**src/rtl/axi42iob_pkg.sv**
```systemverilog
// ---------------------------------------------------------------------------
// axi42iob_pkg
// Shared definitions for the AXI4-slave to iob-master bridge:
//   - state_t      : bridge FSM state encoding
//   - BURST_*      : AXI burst type codes
//   - RESP_OKAY    : AXI response code used for every B and R beat
//   - IOB_*        : fixed iob bus widths
//   - next_addr()  : per-beat address step (FIXED holds, INCR/WRAP add 4)
// ---------------------------------------------------------------------------
package axi42iob_pkg;

    typedef enum logic [2:0] {
        ST_IDLE  = 3'd0,
        ST_WDATA = 3'd1,
        ST_WRESP = 3'd2,
        ST_RREQ  = 3'd3,
        ST_RRESP = 3'd4
    } state_t;

    localparam logic [1:0] BURST_FIXED = 2'd0;
    localparam logic [1:0] BURST_INCR  = 2'd1;
    localparam logic [1:0] BURST_WRAP  = 2'd2;

    localparam logic [1:0] RESP_OKAY   = 2'b00;

    localparam int IOB_ADDR_W = 32;
    localparam int IOB_DATA_W = 32;
    localparam int IOB_STRB_W = 4;

    // Every beat is 4 bytes. WRAP is stepped like INCR (no wrap boundary is
    // applied) and the add wraps modulo 2^32 with no 4 KB boundary check.
    function automatic logic [31:0] next_addr(input logic [31:0] addr,
                                              input logic [1:0]  burst);
        return (burst == BURST_FIXED) ? addr : addr + 32'd4;
    endfunction

endpackage

```
**src/rtl/axi42iob_if.sv**
```systemverilog
// ---------------------------------------------------------------------------
// axi42iob interfaces
//   axi42iob_axi_if : AXI4 port (AW, W, B, AR, R channels, no lock/cache/
//                     prot/qos). modport slave = bridge view, master = the
//                     upstream AXI master view.
//   axi42iob_iob_if : iob port (val/adr/wen/wdat out of the master, rdy/rdat
//                     back). modport master = bridge view, slave = memory.
//
// Handshake rules: an AXI transfer happens in a cycle where both VALID and
// READY are high; a source holds its payload stable while VALID is high and
// READY is low. On iob, an access completes in a cycle with val and rdy both
// high; the master holds adr/wen/wdat stable while val is high and rdy low.
// ---------------------------------------------------------------------------
interface axi42iob_axi_if #(
    parameter int ADDR_W = 32,
    parameter int ID_W   = 4
);
    import axi42iob_pkg::*;

    logic [ID_W-1:0]       s_axi_awid;
    logic [ADDR_W-1:0]     s_axi_awaddr;
    logic [7:0]            s_axi_awlen;
    logic [2:0]            s_axi_awsize;
    logic [1:0]            s_axi_awburst;
    logic                  s_axi_awvalid;
    logic                  s_axi_awready;

    logic [IOB_DATA_W-1:0] s_axi_wdata;
    logic [IOB_STRB_W-1:0] s_axi_wstrb;
    logic                  s_axi_wlast;
    logic                  s_axi_wvalid;
    logic                  s_axi_wready;

    logic [ID_W-1:0]       s_axi_bid;
    logic [1:0]            s_axi_bresp;
    logic                  s_axi_bvalid;
    logic                  s_axi_bready;

    logic [ID_W-1:0]       s_axi_arid;
    logic [ADDR_W-1:0]     s_axi_araddr;
    logic [7:0]            s_axi_arlen;
    logic [2:0]            s_axi_arsize;
    logic [1:0]            s_axi_arburst;
    logic                  s_axi_arvalid;
    logic                  s_axi_arready;

    logic [ID_W-1:0]       s_axi_rid;
    logic [IOB_DATA_W-1:0] s_axi_rdata;
    logic [1:0]            s_axi_rresp;
    logic                  s_axi_rlast;
    logic                  s_axi_rvalid;
    logic                  s_axi_rready;

    modport slave (
        input  s_axi_awid, s_axi_awaddr, s_axi_awlen, s_axi_awsize,
               s_axi_awburst, s_axi_awvalid,
        output s_axi_awready,
        input  s_axi_wdata, s_axi_wstrb, s_axi_wlast, s_axi_wvalid,
        output s_axi_wready,
        output s_axi_bid, s_axi_bresp, s_axi_bvalid,
        input  s_axi_bready,
        input  s_axi_arid, s_axi_araddr, s_axi_arlen, s_axi_arsize,
               s_axi_arburst, s_axi_arvalid,
        output s_axi_arready,
        output s_axi_rid, s_axi_rdata, s_axi_rresp, s_axi_rlast, s_axi_rvalid,
        input  s_axi_rready
    );

    modport master (
        output s_axi_awid, s_axi_awaddr, s_axi_awlen, s_axi_awsize,
               s_axi_awburst, s_axi_awvalid,
        input  s_axi_awready,
        output s_axi_wdata, s_axi_wstrb, s_axi_wlast, s_axi_wvalid,
        input  s_axi_wready,
        input  s_axi_bid, s_axi_bresp, s_axi_bvalid,
        output s_axi_bready,
        output s_axi_arid, s_axi_araddr, s_axi_arlen, s_axi_arsize,
               s_axi_arburst, s_axi_arvalid,
        input  s_axi_arready,
        input  s_axi_rid, s_axi_rdata, s_axi_rresp, s_axi_rlast, s_axi_rvalid,
        output s_axi_rready
    );
endinterface

interface axi42iob_iob_if;
    import axi42iob_pkg::*;

    logic                  val;
    logic [IOB_ADDR_W-1:0] adr;
    logic [IOB_STRB_W-1:0] wen;
    logic [IOB_DATA_W-1:0] wdat;
    logic                  rdy;
    logic [IOB_DATA_W-1:0] rdat;

    modport master (output val, adr, wen, wdat, input rdy, rdat);
    modport slave  (input val, adr, wen, wdat, output rdy, rdat);
endinterface

```
**src/rtl/axi42iob_beat_gen.sv**
```systemverilog
// ---------------------------------------------------------------------------
// axi42iob_beat_gen
// Burst beat tracker shared by the read and write paths of axi42iob.
// Ports:
//   clk, rst      : clock, synchronous active-high reset
//   i_load        : start a burst (address handshake)
//   i_addr        : start address (already word aligned)
//   i_len         : AXI len (beats - 1)
//   i_burst       : AXI burst code
//   i_advance     : one beat of the current burst has completed
//   o_cur_addr    : address of the current beat
//   o_last        : current beat is the final beat of the burst
// ---------------------------------------------------------------------------
module axi42iob_beat_gen
    import axi42iob_pkg::*;
(
    input  logic        clk,
    input  logic        rst,
    input  logic        i_load,
    input  logic [31:0] i_addr,
    input  logic [7:0]  i_len,
    input  logic [1:0]  i_burst,
    input  logic        i_advance,
    output logic [31:0] o_cur_addr,
    output logic        o_last
);

    logic [31:0] r_cur_addr;
    logic [7:0]  r_count;
    logic [7:0]  r_len;
    logic [1:0]  r_burst;
    logic        w_last;

    assign w_last = (r_count == r_len);

    always_ff @(posedge clk) begin
        if (rst) begin
            r_cur_addr <= 32'd0;
            r_count    <= 8'd0;
            r_len      <= 8'd0;
            r_burst    <= BURST_FIXED;
        end else if (i_load) begin
            r_cur_addr <= i_addr;
            r_count    <= 8'd0;
            r_len      <= i_len;
            r_burst    <= i_burst;
        end else if (i_advance && !w_last) begin
            // The final beat is never stepped past, so a 256-beat burst
            // stops at count 255 and the 8-bit counter cannot roll over.
            r_cur_addr <= next_addr(r_cur_addr, r_burst);
            r_count    <= r_count + 8'd1;
        end
    end

    assign o_cur_addr = r_cur_addr;
    assign o_last     = w_last;

endmodule

```
**src/rtl/axi42iob.sv**
```systemverilog
// ---------------------------------------------------------------------------
// axi42iob
// AXI4 slave to iob master bridge, one transaction outstanding at a time.
// Ports:
//   clk, rst     : clock, synchronous active-high reset
//   s_axi        : AXI4 slave port (axi42iob_axi_if.slave)
//   iob          : iob master port (axi42iob_iob_if.master)
//   o_dbg_state  : current FSM state (state_t encoding)
// Writes: each W beat with a non-zero strobe becomes one iob write; a beat
// with an all-zero strobe is accepted in one cycle without touching iob.
// Reads: each beat is one iob read whose data is buffered and returned on R.
// When AW and AR contend in IDLE, the grant alternates starting with AW.
// ---------------------------------------------------------------------------
module axi42iob
    import axi42iob_pkg::*;
#(
    parameter int AXI_ADDR_W = 32,
    parameter int AXI_DATA_W = 32,
    parameter int AXI_ID_W   = 4
) (
    input  logic                   clk,
    input  logic                   rst,
    axi42iob_axi_if.slave          s_axi,
    axi42iob_iob_if.master         iob,
    output logic [2:0]             o_dbg_state
);

    state_t                r_state;
    logic                  r_pri_rd;
    logic [AXI_ID_W-1:0]   r_id;
    logic [AXI_DATA_W-1:0] r_rbuf;

    logic                  w_idle;
    logic                  w_in_wdata;
    logic                  w_in_wresp;
    logic                  w_in_rreq;
    logic                  w_in_rresp;
    logic                  w_awready;
    logic                  w_arready;
    logic                  w_aw_hs;
    logic                  w_ar_hs;
    logic                  w_strb_any;
    logic                  w_wready;
    logic                  w_w_hs;
    logic                  w_r_hs;
    logic                  w_load;
    logic [AXI_ADDR_W-1:0] w_sel_addr;
    logic [31:0]           w_load_addr;
    logic [7:0]            w_load_len;
    logic [1:0]            w_load_burst;
    logic                  w_advance;
    logic [31:0]           w_cur_addr;
    logic                  w_last;
    logic                  w_unused_ok;

    // State decodes are masked by rst so every ready/valid/val output is low
    // in the reset cycle itself, not just after the next edge.
    assign w_idle     = (r_state == ST_IDLE)  && !rst;
    assign w_in_wdata = (r_state == ST_WDATA) && !rst;
    assign w_in_wresp = (r_state == ST_WRESP) && !rst;
    assign w_in_rreq  = (r_state == ST_RREQ)  && !rst;
    assign w_in_rresp = (r_state == ST_RRESP) && !rst;

    // pri_rd decides who wins when both address channels are valid; the two
    // readies are mutually exclusive.
    assign w_awready = w_idle && s_axi.s_axi_awvalid &&
                       (!s_axi.s_axi_arvalid || !r_pri_rd);
    assign w_arready = w_idle && s_axi.s_axi_arvalid &&
                       (!s_axi.s_axi_awvalid || r_pri_rd);
    assign w_aw_hs   = s_axi.s_axi_awvalid && w_awready;
    assign w_ar_hs   = s_axi.s_axi_arvalid && w_arready;

    // A zero-strobe beat needs no iob access, so it is accepted without rdy.
    assign w_strb_any = |s_axi.s_axi_wstrb;
    assign w_wready   = w_in_wdata &&
                        (iob.rdy || (s_axi.s_axi_wvalid && !w_strb_any));
    assign w_w_hs     = s_axi.s_axi_wvalid && w_wready;
    assign w_r_hs     = w_in_rresp && s_axi.s_axi_rready;

    assign w_load       = w_aw_hs || w_ar_hs;
    assign w_sel_addr   = w_aw_hs ? s_axi.s_axi_awaddr  : s_axi.s_axi_araddr;
    assign w_load_addr  = {w_sel_addr[31:2], 2'b00};
    assign w_load_len   = w_aw_hs ? s_axi.s_axi_awlen   : s_axi.s_axi_arlen;
    assign w_load_burst = w_aw_hs ? s_axi.s_axi_awburst : s_axi.s_axi_arburst;
    assign w_advance    = w_w_hs || w_r_hs;

    axi42iob_beat_gen u_beat_gen (
        .clk        (clk),
        .rst        (rst),
        .i_load     (w_load),
        .i_addr     (w_load_addr),
        .i_len      (w_load_len),
        .i_burst    (w_load_burst),
        .i_advance  (w_advance),
        .o_cur_addr (w_cur_addr),
        .o_last     (w_last)
    );

    always_ff @(posedge clk) begin
        if (rst) begin
            r_state  <= ST_IDLE;
            r_pri_rd <= 1'b0;
            r_id     <= '0;
            r_rbuf   <= '0;
        end else begin
            case (r_state)
                ST_IDLE: begin
                    if (w_aw_hs) begin
                        r_id     <= s_axi.s_axi_awid;
                        r_pri_rd <= 1'b1;
                        r_state  <= ST_WDATA;
                    end else if (w_ar_hs) begin
                        r_id     <= s_axi.s_axi_arid;
                        r_pri_rd <= 1'b0;
                        r_state  <= ST_RREQ;
                    end
                end
                ST_WDATA: begin
                    // wlast is not consulted; the beat count alone ends the burst.
                    if (w_w_hs && w_last) begin
                        r_state <= ST_WRESP;
                    end
                end
                ST_WRESP: begin
                    if (s_axi.s_axi_bready) begin
                        r_state <= ST_IDLE;
                    end
                end
                ST_RREQ: begin
                    if (iob.rdy) begin
                        r_rbuf  <= iob.rdat;
                        r_state <= ST_RRESP;
                    end
                end
                ST_RRESP: begin
                    if (s_axi.s_axi_rready) begin
                        r_state <= w_last ? ST_IDLE : ST_RREQ;
                    end
                end
                default: r_state <= ST_IDLE;
            endcase
        end
    end

    // val is a function of state and W inputs only, never of rdy.
    assign iob.val  = (w_in_wdata && s_axi.s_axi_wvalid && w_strb_any) ||
                      w_in_rreq;
    assign iob.adr  = w_cur_addr;
    assign iob.wen  = w_in_wdata ? s_axi.s_axi_wstrb : 4'd0;
    assign iob.wdat = w_in_wdata ? s_axi.s_axi_wdata : 32'd0;

    assign s_axi.s_axi_awready = w_awready;
    assign s_axi.s_axi_arready = w_arready;
    assign s_axi.s_axi_wready  = w_wready;

    assign s_axi.s_axi_bvalid  = w_in_wresp;
    assign s_axi.s_axi_bid     = r_id;
    assign s_axi.s_axi_bresp   = RESP_OKAY;

    assign s_axi.s_axi_rvalid  = w_in_rresp;
    assign s_axi.s_axi_rid     = r_id;
    assign s_axi.s_axi_rdata   = r_rbuf;
    assign s_axi.s_axi_rresp   = RESP_OKAY;
    assign s_axi.s_axi_rlast   = w_in_rresp && w_last;

    assign o_dbg_state = r_state;

    // Size fields, wlast and the address bits outside [31:2] carry no meaning here.
    assign w_unused_ok = ^{s_axi.s_axi_awsize, s_axi.s_axi_arsize,
                           s_axi.s_axi_wlast, w_sel_addr};

endmodule

```
**src/flat_wrapper.sv**
```systemverilog
// flat-port wrapper written by rule: the top's interface ports become plain ports
module axi42iob_flat import axi42iob_pkg::*;
#(
    parameter int AXI_ADDR_W = 32,
    parameter int AXI_DATA_W = 32,
    parameter int AXI_ID_W   = 4
)
  (clk, rst, o_dbg_state, s_axi_s_axi_awid, s_axi_s_axi_awaddr, s_axi_s_axi_awlen, s_axi_s_axi_awsize, s_axi_s_axi_awburst, s_axi_s_axi_awvalid, s_axi_s_axi_awready, s_axi_s_axi_wdata, s_axi_s_axi_wstrb, s_axi_s_axi_wlast, s_axi_s_axi_wvalid, s_axi_s_axi_wready, s_axi_s_axi_bid, s_axi_s_axi_bresp, s_axi_s_axi_bvalid, s_axi_s_axi_bready, s_axi_s_axi_arid, s_axi_s_axi_araddr, s_axi_s_axi_arlen, s_axi_s_axi_arsize, s_axi_s_axi_arburst, s_axi_s_axi_arvalid, s_axi_s_axi_arready, s_axi_s_axi_rid, s_axi_s_axi_rdata, s_axi_s_axi_rresp, s_axi_s_axi_rlast, s_axi_s_axi_rvalid, s_axi_s_axi_rready, iob_val, iob_adr, iob_wen, iob_wdat, iob_rdy, iob_rdat);
  axi42iob_axi_if #(.ADDR_W(32), .ID_W(4)) s_axi_i ();
  axi42iob_iob_if iob_i ();
  input  logic clk;
  input  logic rst;
  output logic [2:0] o_dbg_state;
  input wire logic [$bits(s_axi_i.s_axi_awid)-1:0] s_axi_s_axi_awid;
  input wire logic [$bits(s_axi_i.s_axi_awaddr)-1:0] s_axi_s_axi_awaddr;
  input wire logic [$bits(s_axi_i.s_axi_awlen)-1:0] s_axi_s_axi_awlen;
  input wire logic [$bits(s_axi_i.s_axi_awsize)-1:0] s_axi_s_axi_awsize;
  input wire logic [$bits(s_axi_i.s_axi_awburst)-1:0] s_axi_s_axi_awburst;
  input wire logic [$bits(s_axi_i.s_axi_awvalid)-1:0] s_axi_s_axi_awvalid;
  output wire logic [$bits(s_axi_i.s_axi_awready)-1:0] s_axi_s_axi_awready;
  input wire logic [$bits(s_axi_i.s_axi_wdata)-1:0] s_axi_s_axi_wdata;
  input wire logic [$bits(s_axi_i.s_axi_wstrb)-1:0] s_axi_s_axi_wstrb;
  input wire logic [$bits(s_axi_i.s_axi_wlast)-1:0] s_axi_s_axi_wlast;
  input wire logic [$bits(s_axi_i.s_axi_wvalid)-1:0] s_axi_s_axi_wvalid;
  output wire logic [$bits(s_axi_i.s_axi_wready)-1:0] s_axi_s_axi_wready;
  output wire logic [$bits(s_axi_i.s_axi_bid)-1:0] s_axi_s_axi_bid;
  output wire logic [$bits(s_axi_i.s_axi_bresp)-1:0] s_axi_s_axi_bresp;
  output wire logic [$bits(s_axi_i.s_axi_bvalid)-1:0] s_axi_s_axi_bvalid;
  input wire logic [$bits(s_axi_i.s_axi_bready)-1:0] s_axi_s_axi_bready;
  input wire logic [$bits(s_axi_i.s_axi_arid)-1:0] s_axi_s_axi_arid;
  input wire logic [$bits(s_axi_i.s_axi_araddr)-1:0] s_axi_s_axi_araddr;
  input wire logic [$bits(s_axi_i.s_axi_arlen)-1:0] s_axi_s_axi_arlen;
  input wire logic [$bits(s_axi_i.s_axi_arsize)-1:0] s_axi_s_axi_arsize;
  input wire logic [$bits(s_axi_i.s_axi_arburst)-1:0] s_axi_s_axi_arburst;
  input wire logic [$bits(s_axi_i.s_axi_arvalid)-1:0] s_axi_s_axi_arvalid;
  output wire logic [$bits(s_axi_i.s_axi_arready)-1:0] s_axi_s_axi_arready;
  output wire logic [$bits(s_axi_i.s_axi_rid)-1:0] s_axi_s_axi_rid;
  output wire logic [$bits(s_axi_i.s_axi_rdata)-1:0] s_axi_s_axi_rdata;
  output wire logic [$bits(s_axi_i.s_axi_rresp)-1:0] s_axi_s_axi_rresp;
  output wire logic [$bits(s_axi_i.s_axi_rlast)-1:0] s_axi_s_axi_rlast;
  output wire logic [$bits(s_axi_i.s_axi_rvalid)-1:0] s_axi_s_axi_rvalid;
  input wire logic [$bits(s_axi_i.s_axi_rready)-1:0] s_axi_s_axi_rready;
  output wire logic [$bits(iob_i.val)-1:0] iob_val;
  output wire logic [$bits(iob_i.adr)-1:0] iob_adr;
  output wire logic [$bits(iob_i.wen)-1:0] iob_wen;
  output wire logic [$bits(iob_i.wdat)-1:0] iob_wdat;
  input wire logic [$bits(iob_i.rdy)-1:0] iob_rdy;
  input wire logic [$bits(iob_i.rdat)-1:0] iob_rdat;
  assign s_axi_i.s_axi_awid = s_axi_s_axi_awid;
  assign s_axi_i.s_axi_awaddr = s_axi_s_axi_awaddr;
  assign s_axi_i.s_axi_awlen = s_axi_s_axi_awlen;
  assign s_axi_i.s_axi_awsize = s_axi_s_axi_awsize;
  assign s_axi_i.s_axi_awburst = s_axi_s_axi_awburst;
  assign s_axi_i.s_axi_awvalid = s_axi_s_axi_awvalid;
  assign s_axi_s_axi_awready = s_axi_i.s_axi_awready;
  assign s_axi_i.s_axi_wdata = s_axi_s_axi_wdata;
  assign s_axi_i.s_axi_wstrb = s_axi_s_axi_wstrb;
  assign s_axi_i.s_axi_wlast = s_axi_s_axi_wlast;
  assign s_axi_i.s_axi_wvalid = s_axi_s_axi_wvalid;
  assign s_axi_s_axi_wready = s_axi_i.s_axi_wready;
  assign s_axi_s_axi_bid = s_axi_i.s_axi_bid;
  assign s_axi_s_axi_bresp = s_axi_i.s_axi_bresp;
  assign s_axi_s_axi_bvalid = s_axi_i.s_axi_bvalid;
  assign s_axi_i.s_axi_bready = s_axi_s_axi_bready;
  assign s_axi_i.s_axi_arid = s_axi_s_axi_arid;
  assign s_axi_i.s_axi_araddr = s_axi_s_axi_araddr;
  assign s_axi_i.s_axi_arlen = s_axi_s_axi_arlen;
  assign s_axi_i.s_axi_arsize = s_axi_s_axi_arsize;
  assign s_axi_i.s_axi_arburst = s_axi_s_axi_arburst;
  assign s_axi_i.s_axi_arvalid = s_axi_s_axi_arvalid;
  assign s_axi_s_axi_arready = s_axi_i.s_axi_arready;
  assign s_axi_s_axi_rid = s_axi_i.s_axi_rid;
  assign s_axi_s_axi_rdata = s_axi_i.s_axi_rdata;
  assign s_axi_s_axi_rresp = s_axi_i.s_axi_rresp;
  assign s_axi_s_axi_rlast = s_axi_i.s_axi_rlast;
  assign s_axi_s_axi_rvalid = s_axi_i.s_axi_rvalid;
  assign s_axi_i.s_axi_rready = s_axi_s_axi_rready;
  assign iob_val = iob_i.val;
  assign iob_adr = iob_i.adr;
  assign iob_wen = iob_i.wen;
  assign iob_wdat = iob_i.wdat;
  assign iob_i.rdy = iob_rdy;
  assign iob_i.rdat = iob_rdat;
  axi42iob #(.AXI_ADDR_W(AXI_ADDR_W), .AXI_DATA_W(AXI_DATA_W), .AXI_ID_W(AXI_ID_W)) u_core (.clk(clk), .rst(rst), .s_axi(s_axi_i), .iob(iob_i), .o_dbg_state(o_dbg_state));
endmodule
```
**config.mk**
```make
export PLATFORM = sky130hd
export DESIGN_NAME = axi42iob_flat
export DESIGN_NICKNAME = d
export VERILOG_FILES = /design/src/rtl/axi42iob_pkg.sv /design/src/rtl/axi42iob_if.sv /design/src/rtl/axi42iob_beat_gen.sv /design/src/rtl/axi42iob.sv /design/src/flat_wrapper.sv
export SDC_FILE = /design/constraint.sdc
export NUM_CORES = 1
export LEC_CHECK = 0
export BUFFER_PORTS_ARGS = -buffer_cell sky130_fd_sc_hd__buf_2
export CORE_AREA = 2 2 115 117
export CTS_CLUSTER_DIAMETER = 200
export DETAILED_ROUTE_END_ITERATION = 8
export DIE_AREA = 0 0 117 119
export GPL_ROUTABILITY_DRIVEN = 0
export PLACE_DENSITY_LB_ADDON = 0.08
export SETUP_SLACK_MARGIN = 0.3
export SYNTH_ARGS = -nofsm -noshare
export SYNTH_HDL_FRONTEND = slang
export SYNTH_SLANG_ARGS = --single-unit
```
**constraint.sdc**
```tcl
create_clock -name clk -period 2.7 [get_ports clk]
set_clock_uncertainty 0.2 [all_clocks]
set_input_delay 0.54 -clock clk [delete_from_list [all_inputs] [get_ports clk]]
set_output_delay 0.54 -clock clk [all_outputs]
set_load 0.01 [all_outputs]
```
==> flow_summary.ini <==
[timing]
fin_setup_tns_ns = 0
postLayoutSetupSlackWorst_ns = 0.354
setup_viol = 0
finalWorstPathRequiredPeriod_ns = 2.35
post-route-period-util_pct = 86.9
worstMarginPinSlew_ns = 0.998
slew_headroom_pct = 33.2
maxClockFrequency_mhz = 426
unrepaired_setup_endpoints_after_global_routing = false
report.final.slew_viol_count = 0
timing.final.hold_violations = 0

[logic_synthesis]
synth_area_mm2 = 0.00487
netlist.top_cell.by_area = sky130_fd_sc_hd__dfxtp_1
async_flop_share_pct = 0
netlist-cell-type-count = 59
avgSynthCellArea_um2 = 7.65
area_share_of_the_largest_cell_type_after_synthesis_pct = 36.2
synth.yosys.seq_area_share_pct = 36.2
synth_area_leaders = sky130_fd_sc_hd__dfxtp_1, sky130_fd_sc_hd__nand2_1, sky130_fd_sc_hd__a21oi_1, sky130_fd_sc_hd__and2_1, sky130_fd_sc_hd__xnor2_1
synth.most_common_cell = sky130_fd_sc_hd__nand2_1
synth.ff_latch_count = 88
post_synthesis_cell_count = 636
netlist_top_cells_count = sky130_fd_sc_hd__nand2_1, sky130_fd_sc_hd__dfxtp_1, sky130_fd_sc_hd__a21oi_1
yosys_warnings = 0
number_of_flops_mapped_to_enable_cells_by_yosys = 0
synth_flop_cell = sky130_fd_sc_hd__dfxtp_1

[grt]
number_of_global_route_vias_before_repair = 5279
grt_antenna_before_repair = 1
grt_pass1_wl_mm = 26.1
grt_start_max_net_pins = 39
grt_remaining_overflow = 0
grt_use_total_pct = 24.0

[run_status]
run_status = complete, no violations

[floorplanning]
pin_count = 297
placeableCoreArea_mm2 = 0.0129
floorplan.die_area_mm2 = 0.0139
die_y_um = 119
dieWidth_um = 117
initial_core_util_pct = 37.8
rows = 42

[routing]
remaining_routing_drc_violations = 0
ant_nets = 0
avgRoutedWirePerCell_um = 15.8
drt_pass1_iterations = 5
drt_wl_total_mm = 17.5
via_count = 5707
drt-vias-per-instance = 5.18
drtIter0Drc = 277

[placed_design]
dp_hpwl_mm = 13.5
port_buffers = 279
place_worst_setup_slack_ns = 0.226

[clock_network]
tritoncts = built
h-tree-depth = 3
tritoncts_num_sinks = 88
cts.root.buffer_cell = sky130_fd_sc_hd__clkbuf_16
max-clock-path-buffers = 2
clock_latency_ns = 0.34
cts_stage_hold_buffer_count = 0
cts-buffers-inserted = 9
cts.clk_slew.worst_paths_ns = 0.06

[hold_path]
hold_path.class = input pin to flip-flop
hp-start = s_axi_s_axi_arlen[2]
hold_depth = 3
min_delay_worst_endpoint = u_core.u_beat_gen.r_len[2]

[pwr]
power.share.switching_pct = 30.3
vdd_ir_drop_max_mv = 0.374
power_density_mw_per_mm2 = 537
power.static_leakage_nw = 3.25
internal_power_mw = 2.62
power.share.clock_pct = 36.3
p_switching_mw = 1.14
p_comb_share_pct = 24.4
power_frac_seq_pct = 39.4

[worst_setup_path]
timing.setup.critical_path_class = flip-flop to output pin
crit_slowest_cell = sky130_fd_sc_hd__or4_4
reg2reg_from = u_core.u_beat_gen.o_cur_addr[12]
type_of_destination_of_the_critical_path = output pin
timing.critical_path.slowest_cell_delay_ns = 0.57
ff2ff_path_depth = 6
critical_path.cell_chain = or4_4, nor2_4, buf_4, buf_2
worst-endpoint-arrival_ns = 1.61
reg_to_reg_end = u_core.u_beat_gen.o_cur_addr[22]
cp_max_fo = 5
worst-endpoint-required_ns = 1.96
r2r_setup_slack_ns = 0.41
timing.critical_path.from_type = flip-flop

[cells_and_area]
nets = 1097
areaGrowthSynthToFinish_pct = 43.9
final.fill_count = 1255
drive_above_1_share_pct = 40.4
diodes = 0

[run]
max_cap_viol_count = 0
[sequential cells by signal, indices dropped and copies added, names as in the netlist]
signal	cells
u_core.o_dbg_state	3
u_core.u_beat_gen.r_len	8
u_core.s_axi.s_axi_rdata	32
u_core.s_axi.s_axi_bid	4
u_core.u_beat_gen.o_cur_addr	30
u_core.u_beat_gen.r_burst	2
u_core.u_beat_gen.r_count	8
u_core.r_pri_rd	1
[worst max-delay path, delay by kind of cell (launching register included)]
kind          cells  cell delay [ns]
flops             1             0.35
simple gates      2             0.67
buf+inv           2             0.25
[power by group through the flow]
| stage | Clock, mW | Sequential [mW] | Combinational, mW |
|---|---|---|---|
| after floorplan | 0 | 1.52 | 0.456 |
| after global placement | 0 | 1.51 | 0.848 |
| after detailed placement | 0 | 1.51 | 0.862 |
| after CTS | 1.40 | 1.48 | 0.892 |
| after global routing | 1.46 | 1.49 | 0.997 |
| final | 1.37 | 1.48 | 0.916 |
[kinds of logic after synthesis]
kind of cell / Yosys count / share of synthesized area, %
AOI/OAI and AO/OA: 140 / 19.1
DFF: 88 / 36.2
buffers and inverters: 76 / 7.33
and+or+nand+nor: 298 / 31.1
xor gates and xnor gates: 28 / 5.04
muxes: 3 / 0.617
adders and majority gates: 2 / 0.514
other: 1 / 0.0771
[how the worst max path moves through the flow]
stage / from / end / slack (ns) / cells past startpoint
after floorplan: s_axi_s_axi_awvalid / s_axi_s_axi_arready / 0.43 / 6
after global placement: s_axi_s_axi_wstrb[2] / u_core.u_beat_gen.o_cur_addr[20] / 0.22 / 8
after detailed placement: s_axi_s_axi_wstrb[2] / u_core.u_beat_gen.o_cur_addr[18] / 0.23 / 7
after CTS: u_core.o_dbg_state[0] / iob_wdat[25] / 0.30 / 4
after global routing: u_core.o_dbg_state[2] / iob_wdat[25] / 0.31 / 5
final: u_core.o_dbg_state[0] / s_axi_s_axi_arready / 0.35 / 4
[layout by cell type, fill, tap and decap left out, types with 10 or more instances in the layout]
cell                        netlist  routed
sky130_fd_sc_hd__buf_2            9     279
sky130_fd_sc_hd__nand2_1        124     124
sky130_fd_sc_hd__dfxtp_1         88      79
sky130_fd_sc_hd__a21oi_1         56      56
sky130_fd_sc_hd__buf_4           14      39
sky130_fd_sc_hd__and2_1          38      38
sky130_fd_sc_hd__nor2_1          30      28
sky130_fd_sc_hd__nand3_1         22      22
sky130_fd_sc_hd__inv_1           21      21
sky130_fd_sc_hd__xnor2_1         18      18
sky130_fd_sc_hd__nand4_1         18      18
sky130_fd_sc_hd__o21ai_0         19      18
sky130_fd_sc_hd__nor3_1          17      17
sky130_fd_sc_hd__and3_1          12      12
sky130_fd_sc_hd__a211oi_1        10      10
sky130_fd_sc_hd__xor2_1          10      10
sky130_fd_sc_hd__a222oi_1        10      10
sky130_fd_sc_hd__clkbuf_16        0      10
[metal layers]
metal | GRT usage, % | vias to the layer above | part of all wire, %
met5 | 0 | - | 0.074
met4 | 6.69 | 2 | 1.5
met3 | 5.14 | 23 | 6.0
met2 | 44.0 | 223 | 52
met1 | 27.4 | 2657 | 40
li1 | - | 2802 | -
[what timing repair did]
action | CTS | global route
gates resized for setup | 14 | 12
cloned | 0 | 1
endpoints found under the setup margin | 40 | 50
pin swaps | 3 | 3
setup buffers | 3 | 2
[per-stage QoR]
step	hold WS, ns	power [mW]	cells	utilization (%)	area, µm²
2_1_floorplan	0.228	1.98	641	-	4880
3_3_place_gp	0.238	2.35	1079	50.7	6530
3_5_place_dp	0.246	2.37	1079	50.7	6530
4_1_cts	0.211	3.77	1098	53.7	6910
5_1_grt	0.217	3.95	1101	54.4	7000
6_report	0.225	3.76	1101	54.4	7000
[layout make-up]
cell class / instances / area [µm²] / share of cell area (%)
Sequential cell: 88 / 1780 / 25.5
Timing Repair Buffer: 322 / 1770 / 25.3
Multi-Input combinational cell: 477 / 2820 / 40.3
Inverter: 22 / 82.6 / 1.18
Clock inverter: 6 / 92.6 / 1.32
Tap cell: 176 / 220 / 3.15
Clock buffer: 10 / 229 / 3.27
No activity file was read; power rests on OpenSTA's default activity.
